### config.mk
export PLATFORM = sky130hd
export DESIGN_NAME = node_fetch_arbiter
export DESIGN_NICKNAME = d
export VERILOG_FILES = /design/src/rtl/node_fetch_arbiter.sv
export SDC_FILE = /design/constraint.sdc
export NUM_CORES = 1
export LEC_CHECK = 0
export BUFFER_PORTS_ARGS = -buffer_cell sky130_fd_sc_hd__clkbuf_2
export CORE_ASPECT_RATIO = 1.25
export CORE_UTILIZATION = 40
export DETAILED_ROUTE_END_ITERATION = 8
export HOLD_SLACK_MARGIN = 0.15
export PLACE_DENSITY = 0.75
export SLEW_MARGIN = 30
export SYNTH_ARGS = -nofsm -noshare
export SYNTH_HDL_FRONTEND = slang
export SYNTH_SLANG_ARGS = --single-unit
### constraint.sdc
create_clock -name clk -period 3.5 [get_ports clk]
set_clock_uncertainty 0.05 [all_clocks]
set_input_delay 0.35 -clock clk [delete_from_list [all_inputs] [get_ports clk]]
set_output_delay 0.35 -clock clk [all_outputs]
set_load 0.02 [all_outputs]
### src/rtl/node_fetch_arbiter.sv
// node_fetch_arbiter
//
// Round-robin read arbiter for the shared single-port tree-node memory
// of a decision-tree array. Each branch stage asks for the node word of
// its current node index. One read is issued per cycle, and the returned
// word is routed back with a one-hot response valid. A host configuration
// write port shares the same memory and always beats the readers. The
// memRdy qualifier tells stages that no write is still settling in the
// read path.
//
// Ports
//   clk, rst  : single clock; synchronous active-high reset
//   req       : per-stage read request, held until granted
//   reqIdx    : flattened node indices, requester i at [i*IDX_W +: IDX_W]
//   gnt       : one-hot accept, combinational, same cycle as the issue
//   rspVal    : one-hot, single-cycle response valid (registered)
//   rspData   : node word broadcast to all stages, meaningful with rspVal
//   memRdy    : high when no config write happened in the last MEM_LAT+1 cycles
//   cfgWe/cfgAddr/cfgData : host write port
//   memRd/memWe/memAddr/memWData : memory command (combinational)
//   memRData  : memory read data, valid MEM_LAT cycles after memRd
//   memStall  : memory busy, nothing is issued while high
module node_fetch_arbiter #(
  parameter int NUM_REQ = 4,
  parameter int IDX_W   = 4,
  parameter int NODE_W  = 8,
  parameter int MEM_LAT = 1
) (
  input  logic                     clk,
  input  logic                     rst,
  input  logic [NUM_REQ-1:0]       req,
  input  logic [NUM_REQ*IDX_W-1:0] reqIdx,
  output logic [NUM_REQ-1:0]       gnt,
  output logic [NUM_REQ-1:0]       rspVal,
  output logic [NODE_W-1:0]        rspData,
  output logic                     memRdy,
  input  logic                     cfgWe,
  input  logic [IDX_W-1:0]         cfgAddr,
  input  logic [NODE_W-1:0]        cfgData,
  output logic                     memRd,
  output logic                     memWe,
  output logic [IDX_W-1:0]         memAddr,
  output logic [NODE_W-1:0]        memWData,
  input  logic [NODE_W-1:0]        memRData,
  input  logic                     memStall
);

  localparam int PTR_W = $clog2(NUM_REQ);
  localparam int CNT_W = $clog2(MEM_LAT + 2);
  localparam logic [PTR_W:0]   NUM_REQ_W = (PTR_W+1)'(NUM_REQ);
  localparam logic [PTR_W-1:0] LAST_RST  = PTR_W'(NUM_REQ - 1);
  localparam logic [CNT_W-1:0] CNT_LOAD  = CNT_W'(MEM_LAT + 1);

  logic [PTR_W-1:0]   lastGnt;
  logic [PTR_W-1:0]   gntIdx;
  logic               found;
  logic [PTR_W:0]     candSum;
  logic               tagVal [MEM_LAT+1];
  logic [NUM_REQ-1:0] tagId  [MEM_LAT+1];
  logic [CNT_W-1:0]   rdyCnt;

  // Round-robin search: walk the requesters starting just after the last
  // grant, wrapping at NUM_REQ, and keep the first one found. The sum is one
  // bit wider than the pointer so a single conditional subtract does the wrap
  // even when NUM_REQ is not a power of two.
  always_comb begin
    found   = 1'b0;
    gntIdx  = lastGnt;
    candSum = '0;
    for (int k = 1; k <= NUM_REQ; k++) begin
      candSum = {1'b0, lastGnt} + (PTR_W+1)'(k);
      if (candSum >= NUM_REQ_W) begin
        candSum = candSum - NUM_REQ_W;
      end
      if (!found && req[candSum[PTR_W-1:0]]) begin
        found  = 1'b1;
        gntIdx = candSum[PTR_W-1:0];
      end
    end
  end

  // Issue decision. Reset and stall block everything, then the host write
  // wins over any read. Idle cycles drive a zero address and zero data so
  // the memory bus is quiet.
  always_comb begin
    gnt      = '0;
    memRd    = 1'b0;
    memWe    = 1'b0;
    memAddr  = '0;
    memWData = '0;
    if (!rst && !memStall) begin
      if (cfgWe) begin
        memWe    = 1'b1;
        memAddr  = cfgAddr;
        memWData = cfgData;
      end else if (found) begin
        gnt[gntIdx] = 1'b1;
        memRd       = 1'b1;
        memAddr     = reqIdx[gntIdx*IDX_W +: IDX_W];
      end
    end
  end

  // Pointer, tag pipeline, response capture and write-settle counter.
  // A tag enters stage 0 on the edge after its grant. It therefore sits in
  // stage MEM_LAT-1 during the cycle memRData is valid, and that is when the
  // data is captured. Reset drops every in-flight tag, so no response follows
  // a read that was interrupted.
  always_ff @(posedge clk) begin
    if (rst) begin
      lastGnt <= LAST_RST;
      for (int i = 0; i <= MEM_LAT; i++) begin
        tagVal[i] <= 1'b0;
        tagId[i]  <= '0;
      end
      rspData <= '0;
      rdyCnt  <= '0;
    end else begin
      if (memRd) begin
        lastGnt <= gntIdx;
      end
      tagVal[0] <= |gnt;
      tagId[0]  <= gnt;
      for (int i = 1; i <= MEM_LAT; i++) begin
        tagVal[i] <= tagVal[i-1];
        tagId[i]  <= tagId[i-1];
      end
      if (tagVal[MEM_LAT-1]) begin
        rspData <= memRData;
      end
      if (memWe) begin
        rdyCnt <= CNT_LOAD;
      end else if (rdyCnt != '0) begin
        rdyCnt <= rdyCnt - CNT_W'(1);
      end
    end
  end

  // The last tag stage is the registered response valid.
  assign rspVal = tagVal[MEM_LAT] ? tagId[MEM_LAT] : '0;
  assign memRdy = (rdyCnt == '0);

endmodule

==> impl_metrics.json, run 1 <==
{
  "pwr-share-clk": 0.248,
  "cp_num_buf_inv": 1,
  "fillers": 288,
  "initial_utilization": 0.4184,
  "timing.rr.start": "lastGnt[1]",
  "cts_buffers": 3,
  "top_usage_layer": "met2",
  "yosys-top-cells-area": "dfxtp_1, mux2i_1, and2_1, nor2_1, nor2b_1",
  "critPathTopFamily": "compound AO/OA/AOI/OAI gates",
  "vias": 1239,
  "antenna_found_initial": 0,
  "async_flop_share": 0,
  "wl_um": 2651,
  "tightestPinTransition_ps": 599.4,
  "die_w_um": 51.65,
  "cp-start-kind": "register",
  "clk_latency_ps": 290,
  "synth_nets": 185,
  "drv_slew": 0,
  "period_needed_ps": 2535,
  "routedWlPerCell_um": 10.73,
  "worstHoldEndpoint": "rspData[2]",
  "crit_type": "register to output pin",
  "globalRouteTotalUtil": 0.1632,
  "seq_power_share": 0.510,
  "coreArea_mm2": 0.002945,
  "p_int_w": 0.0003804,
  "critPathMaxFanout": 17,
  "syn_avg_cell_area_um2": 8.741,
  "status": "complete, no violations",
  "cts_max_level": 1,
  "cp.arrival_ps": 2140,
  "holdWs_ps": 239.6,
  "r2r_cells": 3,
  "synth-warning-count": 0,
  "setup_violations": 0,
  "maxCapViolations": 0,
  "power_w": 0.0005278,
  "r2r-end": "tagId[0][1]",
  "cts_buffer_depth": 2,
  "rsz0062_at_grt": "false",
  "synth_top_area_cell": "dfxtp_1",
  "p_sw_w": 0.0001474,
  "fmax_ghz": 0.3945,
  "p_sw_frac": 0.2792,
  "cts_setup_buffers": 0,
  "clkTransAtPathRegs_ps": 110,
  "yosysUniqueCellTypes": 37,
  "grt_max_degree": 20,
  "reg2reg_slack_ps": 1850,
  "p_leak_nw": 0.8245,
  "max_stage_delay_ps": 580,
  "die-area_mm2": 0.003308,
  "grt_pass1_vias": 1074,
  "holdCritStartpoint": "memRData[2]",
  "fin_crit_sh": 0.7243,
  "synth-seq-area-share": 0.3574,
  "powerDensity_mw_per_mm2": 324.5,
  "gp_congestion": 0.7875,
  "drtAntennaViolNets": 0,
  "grt_pass1_wl_um": 4209,
  "use_met2": 0.3068,
  "hpwl_um": 2105,
  "drive_gt1_frac": 0.4123,
  "dr.pass1.iters": 4,
  "drt_iter0_drc": 18,
  "use_met1": 0.1766,
  "area_growth_pct": 31.98,
  "ctsResizeCount": 0,
  "hold_viol_final": 0,
  "clock-sinks": 22,
  "fin_nets": 256,
  "endpoint_kind": "output pin",
  "cp.required_ps": 3100,
  "via_per_inst": 5.016,
  "slew_headroom": 0.6004,
  "rows": 22,
  "die_height_um": 64.06,
  "cts_tree": "yes",
  "synth.top_cell.area_share": 0.3574,
  "ioPinCount": 75,
  "fin_tns_setup_ps": 0,
  "antennaDiodeCount": 0,
  "holdPathStages": 3,
  "pwr-share-comb": 0.241,
  "syn_area_mm2": 0.001232,
  "critPathSlowestCell": "dfxtp_1",
  "synth-main-ff-cell": "dfxtp_1",
  "met3_usage": 0.03810,
  "grt-ovfl-total": 0,
  "synth_edf_count": 0,
  "io_buffers": 74,
  "cts_root_buffer": "clkbuf_4",
  "drcViolationCount": 0,
  "cp_cell_sequence": "a22oi_1, o221ai_4, mux2i_1, o211ai_1, clkbuf_2",
  "hold_buffers": 0,
  "vdd_drop_max_mv": 0.1873,
  "syn_inst": 141,
  "ys_seq_elements": 22,
  "min_path_type": "primary input to register"
}
[cells in the mapped netlist (2+ instances only)]
library cell	n
dfxtp_1	22
mux2i_1	17
nor2_1	14
and2_1	12
inv_1	11
nor2b_1	8
nor4_1	8
nand2_1	6
buf_6	4
o211ai_1	4
clkbuf_1	3
nand2b_1	3
and3_1	2
nand2_2	2
nor3b_1	2
o21ai_0	2
[per-layer routing]
metal  up-vias  share of wire
met5         -              0
met4         0              0
met3         0          0.098
met2        67           0.49
met1       545           0.41
li1        627              -
[power by group through the flow]
| stage | combinational, W | clock, W | sequential, W |
|---|---|---|---|
| global route | 0.000139 | 0.000150 | 0.000271 |
| finish | 0.000127 | 0.000131 | 0.000269 |
| CTS | 0.000128 | 0.000139 | 0.000270 |
| floorplan | 0.0000903 | 0 | 0.000272 |
| global placement | 0.000127 | 0 | 0.000275 |
| detailed placement | 0.000128 | 0 | 0.000275 |
[final cells by class]
| class | instances | area, µm² | area share |
|---|---|---|---|
| multi-input combinational | 98 | 681.9 | 0.4192 |
| sequential | 22 | 440.4 | 0.2708 |
| timing repair buffer | 75 | 377.9 | 0.2323 |
| inverter | 12 | 45.04 | 0.02769 |
| tap | 36 | 45.04 | 0.02769 |
| clock buffer | 4 | 36.28 | 0.02231 |
[worst max path at each step]
stage | from | end | slack, ps | depth (start not counted)
floorplan | rst | memAddr[0] | 1490 | 5
global placement | rst | memAddr[0] | 1180 | 7
detailed placement | rst | memAddr[0] | 1190 | 7
CTS | lastGnt[1] | memAddr[2] | 970 | 5
global route | lastGnt[1] | memAddr[3] | 780 | 5
finish | lastGnt[1] | memAddr[0] | 960 | 5
[cell usage in the layout, fill, tap and decap left out, drive strengths merged, types with 4 or more instances in the layout]
cell type	instances
mux2i	17
dfxtp	22
clkbuf	78
o211ai	4
and2	12
nand2	8
nor2b	8
nor2	14
nor4	8
inv	12
[worst register-to-register path, cell delays in order (launching register included)]
cell and delay [ps]:
dfxtp_1 580, a22oi_1 200, o221ai_4 530, and3_1 240
[cells by family after synthesis]
group,count (synthesis),synth area share
simple gates,61,0.2731
flops,22,0.3574
buf+inv,21,0.08933
compound gates,20,0.1421
mux,17,0.1381
[registers in the layout, summed over array words and instances, names as in the netlist]
name / cells
tagId: 8
lastGnt: 2
rdyCnt: 2
tagVal: 2
rspData: 8
[metrics by stage]
stage | instances | utilization | instance area (µm²) | setup WS [ps]
after floorplan | 141 | - | 1232 | 1489
after global placement | 243 | 0.5399 | 1590 | 1184
after detailed placement | 243 | 0.5399 | 1590 | 1187
after CTS | 247 | 0.5523 | 1627 | 967.1
after global routing | 247 | 0.5523 | 1627 | 778.3
final | 247 | 0.5523 | 1627 | 964.9
Note: power is estimated with default switching activity, not from simulation.
==> inputs of run 2 (changes only) <==
--- a/config.mk
+++ b/config.mk
@@ -5,12 +5,13 @@
 export SDC_FILE = /design/constraint.sdc
 export NUM_CORES = 1
 export LEC_CHECK = 0
+export ABC_AREA = 1
 export BUFFER_PORTS_ARGS = -buffer_cell sky130_fd_sc_hd__clkbuf_2
 export CORE_ASPECT_RATIO = 1.25
 export CORE_UTILIZATION = 40
 export DETAILED_ROUTE_END_ITERATION = 8
 export HOLD_SLACK_MARGIN = 0.15
-export PLACE_DENSITY = 0.75
+export PLACE_DENSITY = 0.76
 export SLEW_MARGIN = 30
 export SYNTH_ARGS = -nofsm -noshare
 export SYNTH_HDL_FRONTEND = slang
==> constraint.sdc (replaced) <==
create_clock -name clk -period 2.3 [get_ports clk]
set_clock_uncertainty 0.05 [all_clocks]
set_input_delay 0.23 -clock clk [delete_from_list [all_inputs] [get_ports clk]]
set_output_delay 0.23 -clock clk [all_outputs]
set_load 0.02 [all_outputs]
==> impl_metrics.json, run 2 <==
{
  "gp_congestion": 0.7515,
  "cp-startpoint": "lastGnt[0]",
  "cts_buffer_depth": 2,
  "cp_num_buf_inv": 3,
  "syn_inst": 214,
  "dp_slack_ps": 193.0,
  "async_flop_share": 0,
  "syn_area_mm2": 0.001381,
  "yosysMostFrequentCell": "nand2_1",
  "timing.rr.start": "lastGnt[0]",
  "min_path_type": "primary input to register",
  "synth_edf_count": 0,
  "area_growth_pct": 48.55,
  "r2r-end": "lastGnt[1]",
  "reg2reg_slack_ps": 600,
  "cts_root_buffer": "clkbuf_8",
  "drtAntennaViolNets": 0,
  "globalRouteTotalUtil": 0.1939,
  "endpoint_kind": "output pin",
  "fin_nets": 341,
  "holdWs_ps": 147.5,
  "worstSetupEndpoint": "memAddr[1]",
  "drcViolationCount": 0,
  "drive_gt1_frac": 0.4358,
  "crit_type": "register to output pin",
  "hold_viol_final": 0,
  "vdd_drop_max_mv": 0.4115,
  "yosys-top-cells-area": "dfxtp_1, nand3_1, nand2_1, nor2_1, inv_1",
  "grt_pass1_wl_um": 5430,
  "dr.pass1.iters": 4,
  "cts_max_level": 1,
  "fin_ws_ps": 66.69,
  "drt_iter0_drc": 45,
  "cp-start-kind": "register",
  "synth-main-ff-cell": "dfxtp_1",
  "period_needed_ps": 2233,
  "clkTransAtPathRegs_ps": 70,
  "io_buffers": 74,
  "cpMostUsedCell": "nand3_1",
  "grt_max_degree": 13,
  "status": "complete, no violations",
  "via_per_inst": 4.919,
  "fmax_ghz": 0.4478,
  "holdPathStages": 3,
  "synth_top_area_cell": "dfxtp_1",
  "ioPinCount": 75,
  "mostFrequentLayoutCells": "clkbuf_2, nand2_1, nor2_1",
  "top_regs": "rspData: 8 flops, tagId: 8 flops",
  "fin_tns_setup_ps": 0,
  "initial_utilization": 0.4248,
  "fin_area_mm2": 0.002052,
  "p_leak_nw": 1.160,
  "setup_violations": 0,
  "antennaDiodeCount": 0,
  "die_w_um": 54.56,
  "routedWlPerCell_um": 11.18,
  "cts_tree": "yes",
  "synth-seq-area-share": 0.3188,
  "tightestPinTransition_ps": 319.5,
  "syn_avg_cell_area_um2": 6.455,
  "cp.required_ps": 2020,
  "synth_nets": 258,
  "vias": 1638,
  "r2r_cells": 11,
  "grt-ovfl-total": 0,
  "synth_commonest_cells": "nand2_1, nand3_1, nor2_1",
  "maxCapViolations": 0,
  "ys_seq_elements": 22,
  "cp_cell_sequence": "buf_6, nand2_1, nand2_2, nand2_4, nand2_8, inv_4, nand3_4, nand2_4, nand3_1, nand3_1, nand3_1, nand2_1, buf_4",
  "clock-sinks": 22,
  "clk_latency_ps": 250,
  "yosysUniqueCellTypes": 23,
  "synth-warning-count": 0,
  "placed_cell_area_mm2": 0.001775,
  "drv_slew": 0,
  "grt_pass1_vias": 1324,
  "critPathMaxFanout": 8,
  "cp.arrival_ps": 1950,
  "final_common_cell": "clkbuf_2",
  "max_stage_delay_ps": 380,
  "cp.depth": 13,
  "cts_buffers": 3,
  "critPathTopFamily": "simple AND/OR/NAND/NOR gates",
  "rows": 23,
  "critPathSlowestCell": "dfxtp_4",
  "rsz0062_at_grt": "true",
  "synth.top_cell.area_share": 0.3188,
  "fin_crit_sh": 0.9710,
  "coreArea_mm2": 0.003252,
  "powerDensity_mw_per_mm2": 553.9,
  "utilization": 0.6310,
  "wl_um": 3722,
  "die_height_um": 67.70,
  "hpwl_um": 2715,
  "die-area_mm2": 0.003694,
  "slew_headroom": 0.7865,
  "antenna_found_initial": 0
}
[run 2: final cells by class]
cell class	count	area, µm²
clock buffers	4	55.05
fillers	306	1200
inverters	30	125.1
multi-input cells	158	897.1
flip-flops and latches	22	447.9
well taps	37	46.29
repair buffers	82	480.5
[run 2: worst min path at each step]
stage                      from          end  slack [ps]
floorplan           memRData[1]   rspData[1]         310
global placement    tagId[0][0]  tagId[0][4]         340
detailed placement  tagId[0][2]  tagId[0][6]         350
CTS                 memRData[5]   rspData[5]         150
global route        memRData[7]   rspData[7]         170
finish              memRData[5]   rspData[5]         150
[run 2: per-layer routing]
metal / part of all wire / vias up / global-route usage
met5: 0 / - / 0
li1: - / 841 / -
met2: 0.54 / 55 / 0.3643
met3: 0.041 / 4 / 0.01577
met4: 0.0067 / 0 / 0.04487
met1: 0.41 / 738 / 0.2279
[run 2: cells by family (layout without fill, tap and decap cells)]
logic type,after synthesis,count (layout),synth area share
buf+inv,35,116,0.1105
flops,22,22,0.3188
simple gates,145,146,0.5245
compound gates,12,12,0.04619
[run 2: worst min-delay path, delay by kind of cell]
| kind | cells | cell delay, ps |
|---|---|---|
| simple gates | 2 | 110 |
| buf+inv | 1 | 80 |
[run 2: repair_timing]
item | 4_1_cts | 5_1_grt
hold buffers | 3 | 0
gates resized for setup | 3 | 43
pin swaps | 0 | 12
setup buffers | 0 | 3
endpoints found under the setup margin | 8 | 8
cloned | 0 | 1
endpoints found under the hold margin | 3 | 0
[run 2: per-stage QoR]
step,std cells,total power (W)
after floorplan,214,0.0006884
after global placement,322,0.0007862
after detailed placement,322,0.0007889
after CTS,329,0.001057
after global routing,333,0.001212
final,333,0.001137
[run 2: power breakdown]
group | total (W) | internal (W) | switching [W]
combinational | 0.000460 | 0.000174 | 0.000287
sequential | 0.000413 | 0.000398 | 0.0000143
clock | 0.000264 | 0.000152 | 0.000112
total | 0.00114 | 0.000724 | 0.000413
